`src/rtl/ulpi_reg_arbiter.sv`:
```
// Round-robin arbiter sharing the ULPI PHY register port among N_CLIENTS requesters.
// One transaction in flight; a watchdog aborts requests the PHY never acknowledges.
module ulpi_reg_arbiter #(
  parameter int N_CLIENTS = 4,
  parameter int TIMEOUT   = 1023
) (
  input  logic                   CLK,
  input  logic                   RST,
  input  logic [N_CLIENTS-1:0]   C_REQ,
  input  logic [N_CLIENTS-1:0]   C_WR,
  input  logic [6*N_CLIENTS-1:0] C_ADDR,
  input  logic [8*N_CLIENTS-1:0] C_WDATA,
  output logic [N_CLIENTS-1:0]   C_ACK,
  output logic [7:0]             C_RDATA,
  output logic                   C_ERR,
  output logic                   BUSY,
  output logic [2:0]             GRANT_ID,
  output logic [5:0]             REG_ADDR,
  output logic [7:0]             REG_DATA_WRITE,
  output logic                   REG_WRITE_REQ,
  input  logic                   REG_WRITE_ACK,
  output logic                   REG_READ_REQ,
  input  logic                   REG_READ_ACK,
  input  logic [7:0]             REG_DATA_READ
);

  // Handshake: a client holds C_REQ (level) until it sees its one-cycle C_ACK;
  // on the PHY side REG_*_REQ stays high until the matching level ack or the
  // watchdog, and a new request is never issued while either ack is still high.

  typedef enum logic [1:0] {IDLE, ISSUE, RELEASE, DONE} state_t;

  localparam logic [15:0] TIMEOUT_W = 16'(TIMEOUT);

  state_t      state_q, state_d;
  logic [2:0]  grant_q, grant_d;
  logic [2:0]  last_q, last_d;
  logic        wr_q, wr_d;
  logic [5:0]  addr_q, addr_d;
  logic [7:0]  wdata_q, wdata_d;
  logic [7:0]  rdata_q, rdata_d;
  logic        wreq_q, wreq_d;
  logic        rreq_q, rreq_d;
  logic        err_q, err_d;
  logic [15:0] wd_q, wd_d;

  logic [7:0]  req8;
  logic        pick_vld;
  logic [2:0]  pick_id;
  logic        sel_wr;
  logic [5:0]  sel_addr;
  logic [7:0]  sel_wdata;
  logic        ack_match;
  int          idx;

  assign req8 = 8'(C_REQ);

  // Search upward from the client after the last grant, wrapping at N_CLIENTS.
  always_comb begin
    pick_vld = 1'b0;
    pick_id  = '0;
    idx      = 0;
    for (int off = 1; off <= N_CLIENTS; off++) begin
      idx = int'(last_q) + off;
      if (idx >= N_CLIENTS) idx = idx - N_CLIENTS;
      if (!pick_vld && req8[3'(idx)]) begin
        pick_vld = 1'b1;
        pick_id  = 3'(idx);
      end
    end
  end

  always_comb begin
    sel_wr    = 1'b0;
    sel_addr  = '0;
    sel_wdata = '0;
    for (int i = 0; i < N_CLIENTS; i++) begin
      if (pick_id == 3'(i)) begin
        sel_wr    = C_WR[i];
        sel_addr  = C_ADDR[6*i +: 6];
        sel_wdata = C_WDATA[8*i +: 8];
      end
    end
  end

  assign ack_match = wr_q ? REG_WRITE_ACK : REG_READ_ACK;

  always_comb begin
    state_d = state_q;
    grant_d = grant_q;
    last_d  = last_q;
    wr_d    = wr_q;
    addr_d  = addr_q;
    wdata_d = wdata_q;
    rdata_d = rdata_q;
    wreq_d  = wreq_q;
    rreq_d  = rreq_q;
    err_d   = err_q;
    wd_d    = wd_q;
    case (state_q)
      IDLE: begin
        if (pick_vld) begin
          grant_d = pick_id;
          last_d  = pick_id;
          wr_d    = sel_wr;
          addr_d  = sel_addr;
          if (sel_wr) wdata_d = sel_wdata;
          wreq_d  = sel_wr;
          rreq_d  = !sel_wr;
          wd_d    = '0;
          state_d = ISSUE;
        end
      end
      ISSUE: begin
        wd_d = wd_q + 16'd1;
        // An ack on the expiry edge still counts as success.
        if (ack_match) begin
          wreq_d  = 1'b0;
          rreq_d  = 1'b0;
          err_d   = 1'b0;
          if (!wr_q) rdata_d = REG_DATA_READ;
          state_d = RELEASE;
        end else if (wd_d == TIMEOUT_W) begin
          wreq_d  = 1'b0;
          rreq_d  = 1'b0;
          err_d   = 1'b1;
          rdata_d = 8'h00;
          state_d = RELEASE;
        end
      end
      RELEASE: begin
        if (!REG_WRITE_ACK && !REG_READ_ACK) state_d = DONE;
      end
      DONE: begin
        state_d = IDLE;
      end
      default: state_d = IDLE;
    endcase
  end

  always_ff @(posedge CLK) begin
    if (RST) begin
      state_q <= IDLE;
      grant_q <= '0;
      last_q  <= 3'(N_CLIENTS - 1);
      wr_q    <= 1'b0;
      addr_q  <= '0;
      wdata_q <= '0;
      rdata_q <= '0;
      wreq_q  <= 1'b0;
      rreq_q  <= 1'b0;
      err_q   <= 1'b0;
      wd_q    <= '0;
    end else begin
      state_q <= state_d;
      grant_q <= grant_d;
      last_q  <= last_d;
      wr_q    <= wr_d;
      addr_q  <= addr_d;
      wdata_q <= wdata_d;
      rdata_q <= rdata_d;
      wreq_q  <= wreq_d;
      rreq_q  <= rreq_d;
      err_q   <= err_d;
      wd_q    <= wd_d;
    end
  end

  always_comb begin
    C_ACK = '0;
    for (int i = 0; i < N_CLIENTS; i++) begin
      C_ACK[i] = (state_q == DONE) && (grant_q == 3'(i));
    end
  end

  assign C_ERR          = (state_q == DONE) && err_q;
  assign C_RDATA        = rdata_q;
  assign BUSY           = (state_q != IDLE);
  assign GRANT_ID       = grant_q;
  assign REG_ADDR       = addr_q;
  assign REG_DATA_WRITE = wdata_q;
  assign REG_WRITE_REQ  = wreq_q;
  assign REG_READ_REQ   = rreq_q;

endmodule

```
`config.mk`:
```
export PLATFORM = sky130hd
export DESIGN_NAME = ulpi_reg_arbiter
export DESIGN_NICKNAME = d
export VERILOG_FILES = /design/src/rtl/ulpi_reg_arbiter.sv
export SDC_FILE = /design/constraint.sdc
export NUM_CORES = 1
export LEC_CHECK = 0
export ABC_AREA = 1
export CORE_ASPECT_RATIO = 0.75
export CORE_MARGIN = 2
export CORE_UTILIZATION = 50
export CTS_CLUSTER_DIAMETER = 80
export DETAILED_ROUTE_END_ITERATION = 12
export PLACE_DENSITY = 0.87
export SLEW_MARGIN = 20
export SYNTH_ARGS = -nofsm -noshare
export SYNTH_HDL_FRONTEND = slang
export SYNTH_SLANG_ARGS = --single-unit
export TNS_END_PERCENT = 20
```
`constraint.sdc`:
```
create_clock -name CLK -period 7.17 [get_ports CLK]
set_clock_uncertainty 0.05 [all_clocks]
set_input_delay 0.717 -clock CLK [delete_from_list [all_inputs] [get_ports CLK]]
set_output_delay 0.717 -clock CLK [all_outputs]
set_load 0.005 [all_outputs]
```
==> flow_metrics.env <==
export IMPL_peakVddDrop_uv=243.2
export IMPL_cp_end_kind="register"
export IMPL_wl_met1_mm=4.012
export IMPL_hold_depth=2
export IMPL_seq_power_share=0.214
export IMPL_worst_path_max_delay_cell="dfxtp_1"
export IMPL_grt_pass1_vias=3494
export IMPL_synth_compound_area_share=0.1036
export IMPL_nFillCells=554
export IMPL_setup_worst_path_class="reg -> reg"
export IMPL_ys_warn_count=0
export IMPL_syn_avg_cell_area_um2=6.491
export IMPL_power_density_mw_per_mm2=395.0
export IMPL_top_layer_used="met4"
export IMPL_die_h_um=73.43
export IMPL_cts_hold_buf=0
export IMPL_min_to="C_RDATA[1]"
export IMPL_synth_top_cell_area_share=0.3053
export IMPL_ys_seq_area_frac=0.3053
export IMPL_p_leak_nw=1.798
export IMPL_dpl_worst_slack_ps=3702
export IMPL_hp_start="C_RDATA[1]"
export IMPL_slew_headroom=0.3861
export IMPL_worst_r2r_startpoint="last_q[0]"
export IMPL_grt_first_pass_wirelength_mm=14.66
export IMPL_grt_setup_unrepaired="no"
export IMPL_synth_top_family_by_area="simple AND/OR/NAND/NOR gates"
export IMPL_dp_hpwl_mm=6.899
export IMPL_r2r_slack_ps=3780
export IMPL_fp_dieW_um=96.57
export IMPL_reg2reg_depth=16
export IMPL_drt_iter0_markers=219
export IMPL_n_antenna_cell=0
export IMPL_max_freq_mhz=294.7
export IMPL_post_cts_setup_buffer_count=0
export IMPL_fin_setup_tns_ps=0
export IMPL_p_sw_w=0.0009167
export IMPL_cts_sinks=49
export IMPL_ant_nets=0
export IMPL_status="complete, no violations"
export IMPL_fin_crit_sh=0.4732
export IMPL_synthAdderAreaFrac=0.03115
export IMPL_detail_route_wl_per_cell_um=13.24
export IMPL_cts_tree="done"
export IMPL_maxCapViolations=0
export IMPL_hp_class="reg -> reg"
export IMPL_synth_area_mux_share=0.003115
export IMPL_netlist_instances=495
export IMPL_setup_violations=0
export IMPL_slowest_delay_ps=610
export IMPL_wl_met2_mm=4.093
export IMPL_p_sw_frac=0.5299
export IMPL_start_util=0.5136
export IMPL_finalMaxSlewViolations=0
export IMPL_synth_xor_area_share=0.02181
export IMPL_synth_area_leaders="dfxtp_1 31%, nand2_1 13%, nand3_1 8.9%, nor2_1 8.6%, a21oi_1 6.2%"
export IMPL_fin_util=0.7002
export IMPL_area_growth_pct=36.33
export IMPL_critical_path_arrival_ps=3590
export IMPL_viasPerCell=5.409
export IMPL_startpoint_type="register"
export IMPL_rows=25
export IMPL_synth_simple_area_share=0.4373
export IMPL_timing_rr_end="REG_DATA_WRITE[0]"
export IMPL_dieArea_mm2=0.007090
export IMPL_first_pass_iters=5
export IMPL_grt_max_degree=37
export IMPL_tightestPinTransition_ps=895.2
export IMPL_synth_fp_nets=579
export IMPL_globalRouteOverflowTotal=0
export IMPL_crit_buf_inv=3
export IMPL_antenna_found_initial=0
export IMPL_drc=0
export IMPL_vias=3635
export IMPL_routed_wl_mm=8.896
export IMPL_clock_latency_ps=300
export IMPL_root_buffer="clkbuf_8"
export IMPL_clockBufferDepth=2
export IMPL_cts_buffers=5
export IMPL_ys_ff_latch=49
export IMPL_grt_usage=0.2601
export IMPL_multi_input_area_mm2=0.001921
export IMPL_finalHoldWorstSlack_ps=418.5
export IMPL_final_nets=675
export IMPL_post_synth_num_cell_types=34
export IMPL_hold_violations=0
export IMPL_gp_congestion=0.8602
export IMPL_register_area_um2=980.9
export IMPL_design_core_area_mm2=0.006256
export IMPL_cts_resized=0
export IMPL_drive_gt1_frac=0.07276
export IMPL_synth_largest_area_cell="dfxtp_1"
export IMPL_io_pins=109
export IMPL_intPower_w=0.0008134
export IMPL_clk_pin_slew_ps=90
export IMPL_syn_cell_area_mm2=0.003213
export IMPL_cts_max_level=2
export IMPL_setup_slack_ps=3777
export IMPL_fin_crit_ps=3393
export IMPL_pwr_share_clk=0.091
export IMPL_cp_cell_sequence="inv_6, ha_1, inv_1, nand3_2, nand2_1, nor2_4, nand3_1, nand3b_1, nand2_1, nor2_2, inv_1, nor2_1, nor2_1, nand3_1, nand2_1, nor2_1"
export IMPL_pwr_share_comb=0.695
export IMPL_cp_required_ps=7360
export IMPL_cp_max_fo=20
export IMPL_port_buffers=108
export IMPL_cp_top_family="simple AND/OR/NAND/NOR gates"
export IMPL_routed_wl_met3_um=590
==> layer usage <==
| layer | track usage | vias to the layer above |
|---|---|---|
| met2 | 0.4514 | 131 |
| met5 | 0 | - |
| met1 | 0.3249 | 1659 |
| li1 | - | 1823 |
| met3 | 0.05231 | 22 |
| met4 | 0.08294 | 0 |
==> worst register-to-register path, delay by kind of cell (launching register included) <==
family	cells	cell delay, ps
and+or+nand+nor	12	1860
buffers and inverters	3	440
DFF	1	610
adders and majority gates	1	390
==> stage by stage <==
stage / std cells / power, W / cell area (um2)
6_report: 672 / 0.001730 / 4380
3_5_place_dp: 665 / 0.001559 / 4299
3_3_place_gp: 665 / 0.001516 / 4299
4_1_cts: 672 / 0.001715 / 4380
5_1_grt: 672 / 0.001890 / 4380
2_1_floorplan: 495 / 0.001309 / 3213
==> cell families after synthesis <==
family | after synthesis
flip-flops | 49
multiplexers | 1
XOR/XNOR | 8
adder cells (fa/ha/maj) | 8
AO/OA/AOI/OAI | 59
AND/OR/NAND/NOR | 297
buffers and inverters | 73
==> final cells by class <==
cell class                 count  share of cell area
tap                           81             0.02314
timing repair buffer         110              0.2502
inverter                      52             0.04570
clock inverter                 1            0.001999
clock buffer                   6             0.01657
multi-input combinational    373              0.4384
sequential                    49              0.2239
==> power groups by stage <==
stage | logic, W | clock network [W] | registers [W]
final | 0.00120 | 0.000158 | 0.000371
after global routing | 0.00134 | 0.000170 | 0.000377
after CTS | 0.00119 | 0.000157 | 0.000370
after detailed placement | 0.00118 | 0 | 0.000375
after global placement | 0.00114 | 0 | 0.000373
after floorplan | 0.000947 | 0 | 0.000362
==> cell usage after synthesis <==
| library cell | count |
|---|---|
| buf_6 | 2 |
| inv_2 | 5 |
| nand4_4 | 1 |
| o21ai_0 | 5 |
| inv_1 | 46 |
| o211ai_1 | 2 |
| nand3_1 | 57 |
| nor3_2 | 1 |
| xor2_1 | 5 |
| dfxtp_1 | 49 |
| nand3b_1 | 3 |
| nand2_2 | 5 |
| inv_6 | 1 |
| nor2_1 | 74 |
| buf_4 | 3 |
| nand2_1 | 107 |
| nor2_4 | 1 |
| nor3_1 | 4 |
| a21oi_1 | 40 |
| xnor2_1 | 3 |
| nor4_1 | 6 |
| nor2_2 | 3 |
| or2_2 | 3 |
| nand3_2 | 10 |
| ha_1 | 8 |
| a22oi_1 | 8 |
| nand3_4 | 1 |
| and2_1 | 1 |
| clkbuf_1 | 9 |
| a21oi_2 | 3 |
| a31oi_1 | 1 |
| mux2i_1 | 1 |
| buf_2 | 7 |
| nand4_1 | 20 |
==> worst max path at each step <==
stage	from	to	slack, ps	depth (start not counted)
after floorplan	last_q[0]	REG_DATA_WRITE[7]	4810	16
after global placement	C_REQ[2]	REG_DATA_WRITE[5]	3840	15
after detailed placement	C_REQ[2]	REG_DATA_WRITE[0]	3700	15
after CTS	last_q[0]	REG_DATA_WRITE[6]	3840	16
after global routing	last_q[0]	REG_DATA_WRITE[0]	3470	16
final	last_q[0]	REG_DATA_WRITE[0]	3780	16
==> state kept, by name, summed over array words and instances, names as in the netlist <==
| register | cells |
|---|---|
| wd_q | 16 |
| C_RDATA | 8 |
| REG_DATA_WRITE | 8 |
| REG_ADDR | 6 |
| GRANT_ID | 3 |
| last_q | 2 |
| state_q | 2 |
| REG_READ_REQ | 1 |
| REG_WRITE_REQ | 1 |
| err_q | 1 |
| wr_q | 1 |
==> placed cells by master (no fill, tap or decap), drive strengths merged, types with 8 or more instances in the layout <==
master,instances
nand2,112
clkdlybuf4s50,108
nor2,78
nand3,68
inv,52
dfxtp,49
a21oi,43
nand4,21
a22oi,8
ha,8
Power figures use the tool's default switching activity.
